`config.mk`:
```
export PLATFORM = sky130hd
export DESIGN_NAME = gl_lock_reset_seq
export DESIGN_NICKNAME = d
export VERILOG_FILES = /design/src/rtl/gl_lock_reset_seq.sv
export SDC_FILE = /design/constraint.sdc
export NUM_CORES = 1
export LEC_CHECK = 0
export ABC_AREA = 1
export CAP_MARGIN = 20
export CORE_UTILIZATION = 25
export CTS_CLUSTER_DIAMETER = 200
export DETAILED_ROUTE_END_ITERATION = 12
export PLACE_DENSITY = 0.54
export SLEW_MARGIN = 10
export SYNTH_ARGS = -nofsm -noshare
export SYNTH_HDL_FRONTEND = slang
export SYNTH_SLANG_ARGS = --single-unit
```
`constraint.sdc`:
```
create_clock -name clk_i -period 1.4 [get_ports clk_i]
set_input_delay 0.28 -clock clk_i [delete_from_list [all_inputs] [get_ports clk_i]]
set_output_delay 0.28 -clock clk_i [all_outputs]
set_load 0.005 [all_outputs]
```
`src/rtl/gl_lock_reset_seq.sv`:
```
// gl_lock_reset_seq: holds the GLx domain in reset until CCC LOCK has been continuously stable.
// Define GL_LOCK_LOSS_CNT_EN to build the saturating lock-loss counter; otherwise it reads 0.
module gl_lock_reset_seq #(
  parameter int SYNC_STAGES   = 2,
  parameter int STABLE_CYCLES = 1024,
  parameter int HOLD_CYCLES   = 16,
  parameter int CNT_W         = 8
) (
  input  logic             clk_i,
  input  logic             rst_i,
  input  logic             lock_i,
  input  logic             ext_rst_req_i,
  output logic             fabric_rst_n_o,
  output logic             ready_o,
  output logic [1:0]       state_o,
  output logic [CNT_W-1:0] lock_lost_cnt_o
);
  localparam int MAXC = STABLE_CYCLES > HOLD_CYCLES ? STABLE_CYCLES : HOLD_CYCLES;
  localparam int CW = MAXC > 1 ? $clog2(MAXC) : 1;
  localparam logic [CW-1:0] STABLE_LAST = CW'(STABLE_CYCLES - 1);
  localparam logic [CW-1:0] HOLD_LAST = CW'(HOLD_CYCLES - 1);
  typedef enum logic [1:0] {WAIT_LOCK, QUALIFY, RELEASE, RUN} state_t;
  state_t                 state_q, state_d;
  logic [CW-1:0]          cnt_q, cnt_d;
  logic [SYNC_STAGES-1:0] sync_q;
  logic                   run_q;
  logic                   lock_s;
  assign lock_s = sync_q[SYNC_STAGES-1];
  always_ff @(posedge clk_i or posedge rst_i) begin
    if (rst_i) begin
      sync_q  <= '0;
      state_q <= WAIT_LOCK;
      cnt_q   <= '0;
      run_q   <= 1'b0;
    end else begin
      sync_q  <= {sync_q[SYNC_STAGES-2:0], lock_i};
      state_q <= state_d;
      cnt_q   <= cnt_d;
      run_q   <= state_d == RUN;
    end
  end
  // Every exit toward a lower state clears cnt so each phase counts from zero.
  always_comb begin
    state_d = state_q;
    cnt_d   = '0;
    case (state_q)
      WAIT_LOCK: state_d = lock_s ? QUALIFY : WAIT_LOCK;
      QUALIFY: begin
        state_d = !lock_s ? WAIT_LOCK : (cnt_q == STABLE_LAST) ? RELEASE : QUALIFY;
        cnt_d   = (lock_s && cnt_q != STABLE_LAST) ? cnt_q + 1'b1 : '0;
      end
      RELEASE: begin
        state_d = !lock_s ? WAIT_LOCK : (cnt_q == HOLD_LAST) ? RUN : RELEASE;
        cnt_d   = (lock_s && cnt_q != HOLD_LAST) ? cnt_q + 1'b1 : '0;
      end
      RUN: state_d = !lock_s ? WAIT_LOCK : ext_rst_req_i ? RELEASE : RUN;
      default: state_d = WAIT_LOCK;
    endcase
  end
  assign fabric_rst_n_o = run_q;
  assign ready_o        = run_q;
  assign state_o        = state_q;
`ifdef GL_LOCK_LOSS_CNT_EN
  logic [CNT_W-1:0] lost_q;
  always_ff @(posedge clk_i or posedge rst_i) begin
    if (rst_i) lost_q <= '0;
    else if (state_q == RUN && !lock_s && lost_q != '1) lost_q <= lost_q + 1'b1;
  end
  assign lock_lost_cnt_o = lost_q;
`else
  assign lock_lost_cnt_o = '0;
`endif
endmodule
```
==> impl_metrics.json, run 1 <==
{
  "seq_area_sq_um": 375,
  "die_h_microns": 61.1,
  "max-clock-path-buffers": 2,
  "grt_pass1_wl_mm": 2.59,
  "cts_buffers": 3,
  "cts_tree": "built",
  "wl_per_cell_microns": 9.51,
  "dp_slack_ns": -0.00195,
  "tns_ns": 0,
  "cp_data_required_time_ns": 1.57,
  "synth_ff_type": "dfrtp_1",
  "final_area_sq_um": 1150,
  "n_antenna_cell": 0,
  "min_period_ns": 1.34,
  "placed_area_sq_um": 973,
  "placed_cells": 160,
  "drtIter0Drc": 13,
  "final_cells": 171,
  "fin_total_pwr_mw": 0.780,
  "core_sq_um": 3340,
  "die_w_microns": 61.1,
  "fmax_mhz": 744,
  "cp_max_fo": 5,
  "post-route-util_pct": 34.6,
  "switching_share_pct": 24.7,
  "num_rows": 21,
  "grt_pass1_vias": 620,
  "comb_power_share_pct": 12.1,
  "cellInternalPower_mw": 0.587,
  "wirelength_mm": 1.63,
  "yosys.cell_types.count": 18,
  "gp_congestion": 0.755,
  "ys_warn_count": 0,
  "max-vdd-ir-drop_uv": 564,
  "cp-end-kind": "register",
  "dpl.hpwl_mm": 1.15,
  "die_area_sq_um": 3730,
  "max_cap_viol_count": 0,
  "initial_core_util_pct": 26.1,
  "grt-ovfl-total": 0,
  "synthCells": 107,
  "fin_skew_ns": 0.000673,
  "cts_root_buffer": "clkbuf_4",
  "synth_seq_cells": 15,
  "multi_input_area_sq_um": 510,
  "synth.avg_cell_area_sq_um": 8.15,
  "port_buffers": 7,
  "clk_pin_slew_ns": 0.08,
  "maxSlewViolCount": 0,
  "setup_violations": 0,
  "yosysMostFrequentCell": "nand2_1",
  "hold_ws_ns": 0.297,
  "final_hold_viol_count": 0,
  "antenna_found_initial": 0,
  "num-nets-final": 135,
  "drive_gt1_share_pct": 33.6,
  "clkLatencyLatePin_ns": 0.28,
  "yosys-top-cells-count": "21 x nand2_1, 19 x nor2_1, 16 x inv_1",
  "synth_edf_count": 0,
  "hold_buffers": 0,
  "critPathLaunchType": "register",
  "status": "complete, no violations",
  "critPathKind": "register to register",
  "synth_top_area_share_pct": 43.0,
  "switchingPower_mw": 0.193,
  "fillers": 364,
  "ios": 16,
  "powerDensity_nw_per_um2": 675,
  "worst_slack_ns": 0.0555,
  "hp-class": "input port to asynchronous set/reset pin",
  "clock_power_share_pct": 30.2,
  "fin_crit_sh_pct": 96.0,
  "synth.yosys.seq_area_share_pct": 43.0,
  "synth.area.top_cells": "dfrtp_1 43%, nand2_1 9.0%, nor2_1 8.2%, buf_4 7.7%, ha_1 7.2%",
  "via_count": 679,
  "routed_via_density": 3.97,
  "grtUsageTotal_pct": 9.73,
  "yosys.area.top_type": "dfrtp_1",
  "worstPathArrival_ns": 1.51,
  "leakagePower_nw": 0.553,
  "pwr-share-seq_pct": 57.7,
  "area_delta_synth_final_pct": 32.4,
  "async_flop_share_pct": 100,
  "synthesis.area_sq_um": 872,
  "cts_sinks": 15,
  "firstDrtPassIters": 4,
  "grt_max_degree": 16,
  "htreeDepth": 1,
  "ant_nets": 0,
  "drc": 0
}
==> cells by family (layout without fill, tap and decap cells) <==
logic type / after synthesis / count (layout) / share of synthesized area, %
adder cells (fa/ha/maj): 5 / 5 / 7.17
other: 1 / 8 / 0.430
buffers and inverters: 25 / 35 / 14.6
AO/OA/AOI/OAI: 2 / 2 / 1.43
AND/OR/NAND/NOR: 52 / 53 / 26.3
XOR/XNOR: 7 / 7 / 7.03
flip-flops: 15 / 15 / 43.0
==> worst max-delay path, cell delays in order (launching register included) <==
cell	delay, ns
dfrtp_1	0.41
ha_4	0.19
nand2_4	0.06
nor2_4	0.12
nand3_1	0.09
nand2_2	0.11
nand2_4	0.08
nand2_4	0.12
nor2_2	0.04
==> timing repair <==
item	4_1_cts	5_1_grt
resized for setup	5	31
cloned	0	1
endpoints found under the hold margin	0	0
pin swaps	0	14
setup endpoints to repair	13	12
buffers inserted	3	4
==> flip-flops by register name, summed over array words and instances (netlist names) <==
| signal | cells |
|---|---|
| cnt_q | 10 |
| state_o | 2 |
| sync_q | 2 |
| fabric_rst_n_o | 1 |
==> cell usage in the layout, fill, tap and decap left out, types with 2 or more instances in the layout <==
master / netlist / layout
nand3_1: 3 / 2
nor2_4: 0 / 3
dlygate4sd2_1: 0 / 4
buf_4: 9 / 8
clkbuf_4: 0 / 3
conb_1: 1 / 8
nand2_2: 2 / 4
inv_1: 16 / 13
ha_2: 0 / 2
xor2_1: 4 / 4
xnor2_1: 3 / 3
nor2_2: 3 / 12
ha_1: 5 / 2
nor2_1: 19 / 7
nand2_4: 1 / 3
dfrtp_1: 15 / 15
nand2_1: 21 / 17
clkdlybuf4s50_1: 0 / 3
inv_2: 0 / 3
==> power groups by stage <==
stage,Clock [mW],Sequential (mW),Combinational [mW]
after floorplan,0,0.456,0.0612
after global placement,0,0.457,0.0710
after detailed placement,0,0.458,0.0718
after CTS,0.245,0.446,0.0800
after global routing,0.259,0.452,0.108
final,0.235,0.450,0.0947
==> layout make-up <==
cell class | instances | area share, %
Clock buffer | 4 | 2.28
Inverter | 16 | 5.20
Multi-Input combinational cell | 75 | 44.2
Sequential cell | 15 | 32.5
Tap cell | 46 | 4.98
Timing Repair Buffer | 15 | 10.8
==> worst paths after layout <==
check                             end      start  slack [ns]  cells after the start
setup / recovery             cnt_q[5]   cnt_q[1]        0.06                      8
max in group asynchronous    cnt_q[8]      rst_i        0.94                      3
hold / removal             state_o[1]      rst_i        0.30                      3
setup reg to reg             cnt_q[5]   cnt_q[1]        0.06                      8
hold reg to reg             sync_q[1]  sync_q[0]        0.39                      0
min in group clk_i          sync_q[1]  sync_q[0]        0.39                      0
==> layer usage <==
layer / vias up / GRT usage, % / wire [microns]
met5: - / 0 / 0
met4: 0 / 7.79 / 35
met3: 4 / 0.630 / 22
met2: 12 / 16.6 / 854
met1: 326 / 11.3 / 714
li1: 337 / - / -
Power figures use the tool's default switching activity.
==> run 2: changes to the inputs <==
--- a/config.mk
+++ b/config.mk
@@ -7,11 +7,14 @@
 export LEC_CHECK = 0
 export ABC_AREA = 1
 export CAP_MARGIN = 20
+export CORE_MARGIN = 2
 export CORE_UTILIZATION = 25
 export CTS_CLUSTER_DIAMETER = 200
 export DETAILED_ROUTE_END_ITERATION = 12
+export MAX_ROUTING_LAYER = met4
 export PLACE_DENSITY = 0.54
 export SLEW_MARGIN = 10
 export SYNTH_ARGS = -nofsm -noshare
 export SYNTH_HDL_FRONTEND = slang
 export SYNTH_SLANG_ARGS = --single-unit
+export TNS_END_PERCENT = 10
==> run 2 against run 1 <==
Power down 1.1%. Critical path depth unchanged. Count of clock-buffer cells in the layout unchanged. First-iteration DRC count down 7.7%. Clock skew about the same. Hold slack worse by 0.0095 ns. Clock power up 4%. Combinational power down 15%. Register-to-register slack better by 0.05 ns. Final cell count down 1.8%. Fmax up 4.1%. Global-route usage down 1.4 points. Largest power group unchanged. Highest routed layer unchanged.
==> impl_metrics.json, run 2 (synthesized netlist as in run 1, its figures left out) <==
{
  "status": "complete, no violations",
  "rsz0062_at_grt": "true",
  "critPathLaunchType": "register",
  "wirelength_mm": 1.46,
  "final_hold_viol_count": 0,
  "grt_pass1_vias": 633,
  "ant_nets": 0,
  "via_count": 639,
  "drtIter0Drc": 12,
  "antenna_found_initial": 0,
  "area_delta_synth_final_pct": 20.1,
  "htreeDepth": 1,
  "n_antenna_cell": 0,
  "grtUsageTotal_pct": 8.36,
  "max-clock-path-buffers": 2,
  "fin_crit_sh_pct": 92.3,
  "leakagePower_nw": 0.528,
  "gp_congestion": 0.767,
  "max-vdd-ir-drop_uv": 452,
  "routed_via_density": 3.80,
  "dpl.hpwl_mm": 1.10,
  "cts_root_buffer": "clkbuf_4",
  "clk_pin_slew_ns": 0.08,
  "maxSlewViolCount": 0,
  "powerDensity_nw_per_um2": 736,
  "core_sq_um": 3340,
  "min_period_ns": 1.29,
  "tns_ns": 0,
  "cp-end-kind": "register",
  "cts_tree": "built",
  "die_area_sq_um": 3980,
  "rrSetupSlack_ns": 0.11,
  "grt-ovfl-total": 0,
  "most-common-layout-cells": "21 x nand2_1, 17 x nor2_1, 16 x inv_1",
  "final_common_cell": "nand2_1",
  "final_cells": 168,
  "num_rows": 21,
  "die_w_microns": 63.1,
  "fin_total_pwr_mw": 0.771,
  "ios": 16,
  "firstDrtPassIters": 4,
  "regMostFlops": "cnt_q",
  "drc": 0,
  "wl_per_cell_microns": 8.68,
  "clkLatencyLatePin_ns": 0.28,
  "fin_skew_ns": 0.00108,
  "max_cap_viol_count": 0,
  "grt_max_degree": 16,
  "largest_reg_flops": 10,
  "worstPathArrival_ns": 1.47,
  "cts_buffers": 3,
  "port_buffers": 7,
  "initial_core_util_pct": 26.1,
  "placed_cells": 160,
  "cp_max_fo": 10,
  "fmax_mhz": 774,
  "num-nets-final": 132,
  "grt_pass1_wl_mm": 2.48,
  "hp-class": "input port to asynchronous set/reset pin",
  "cp_data_required_time_ns": 1.58,
  "drive_gt1_share_pct": 16.4,
  "die_h_microns": 63.1,
  "critPathKind": "register to register",
  "cts_sinks": 15,
  "setup_violations": 0,
  "hold_buffers": 0
}
run 2: changes by cell type in the layout (fill, tap and decap cells not counted), sizes merged:
cell | previous run | this run
nand2 | 25 | 24
buf | 8 | 6
run 2: path summary, 6_finish.rpt:
path,from,endpoint,cells past startpoint
setup / recovery,cnt_q[0],cnt_q[2],8
hold / removal,rst_i,sync_q[1],3
setup reg to reg,cnt_q[0],cnt_q[2],8
hold reg to reg,sync_q[0],sync_q[1],0
max in group asynchronous,rst_i,cnt_q[9],3
min in group clk_i,sync_q[0],sync_q[1],0
run 2: routing by layer:
layer	global-route usage, %	vias to the layer above	part of all wire [%]
met5	-	-	0
met4	6.67	0	3.6
met3	1.61	5	2.7
met2	13.4	13	49
met1	9.01	291	45
li1	-	330	-
run 2: critical path, cell delays in order, from the launching register on:
cell	delay (ns)
dfrtp_1	0.40
ha_4	0.17
nand2_1	0.08
nor2_2	0.11
nand3_1	0.08
nand2_1	0.10
nand2_2	0.07
nand2_4	0.11
nor2_1	0.06
run 2: area by class of cell:
cell class	instances	area, sq um
Sequential cell	15	375
Multi-Input combinational cell	74	418
Tap cell	46	57.6
Timing Repair Buffer	13	110
Fill cell	352	2290
Inverter	16	60.1
Clock buffer	4	26.3
run 2: metrics by stage:
stage / utilization [%] / setup WS, ns / instance area [sq um] / hold WS [ns]
final: 31.4 / 0.108 / 1050 / 0.287
after global routing: 31.4 / -0.0231 / 1050 / 0.303
after CTS: 30.3 / 0.00480 / 1010 / 0.286
after detailed placement: 29.2 / 0.0296 / 973 / 0.338
after global placement: 29.2 / 0.0410 / 973 / 0.334
after floorplan: - / 0.168 / 898 / 0.181
run 2: report_power, final:
group          switching (mW)  internal [mW]  total [mW]
clock network           0.134          0.111       0.245
logic                  0.0462         0.0341      0.0803
registers             0.00560          0.441       0.446
total                   0.186          0.586       0.771
run 2: timing repair:
item,in CTS,in global routing
endpoints found under the setup margin,4,13
gates resized for setup,4,5
buffers inserted,2,2
pin swaps,0,2
==> run 3: changes to the inputs <==
--- a/config.mk
+++ b/config.mk
@@ -6,6 +6,7 @@
 export NUM_CORES = 1
 export LEC_CHECK = 0
 export ABC_AREA = 1
+export ABC_CLOCK_PERIOD_IN_PS = 1400
 export CAP_MARGIN = 20
 export CORE_MARGIN = 2
 export CORE_UTILIZATION = 25
==> results of run 3 <==
No change in the layout: final DEF, timing and power equal those of run 2.
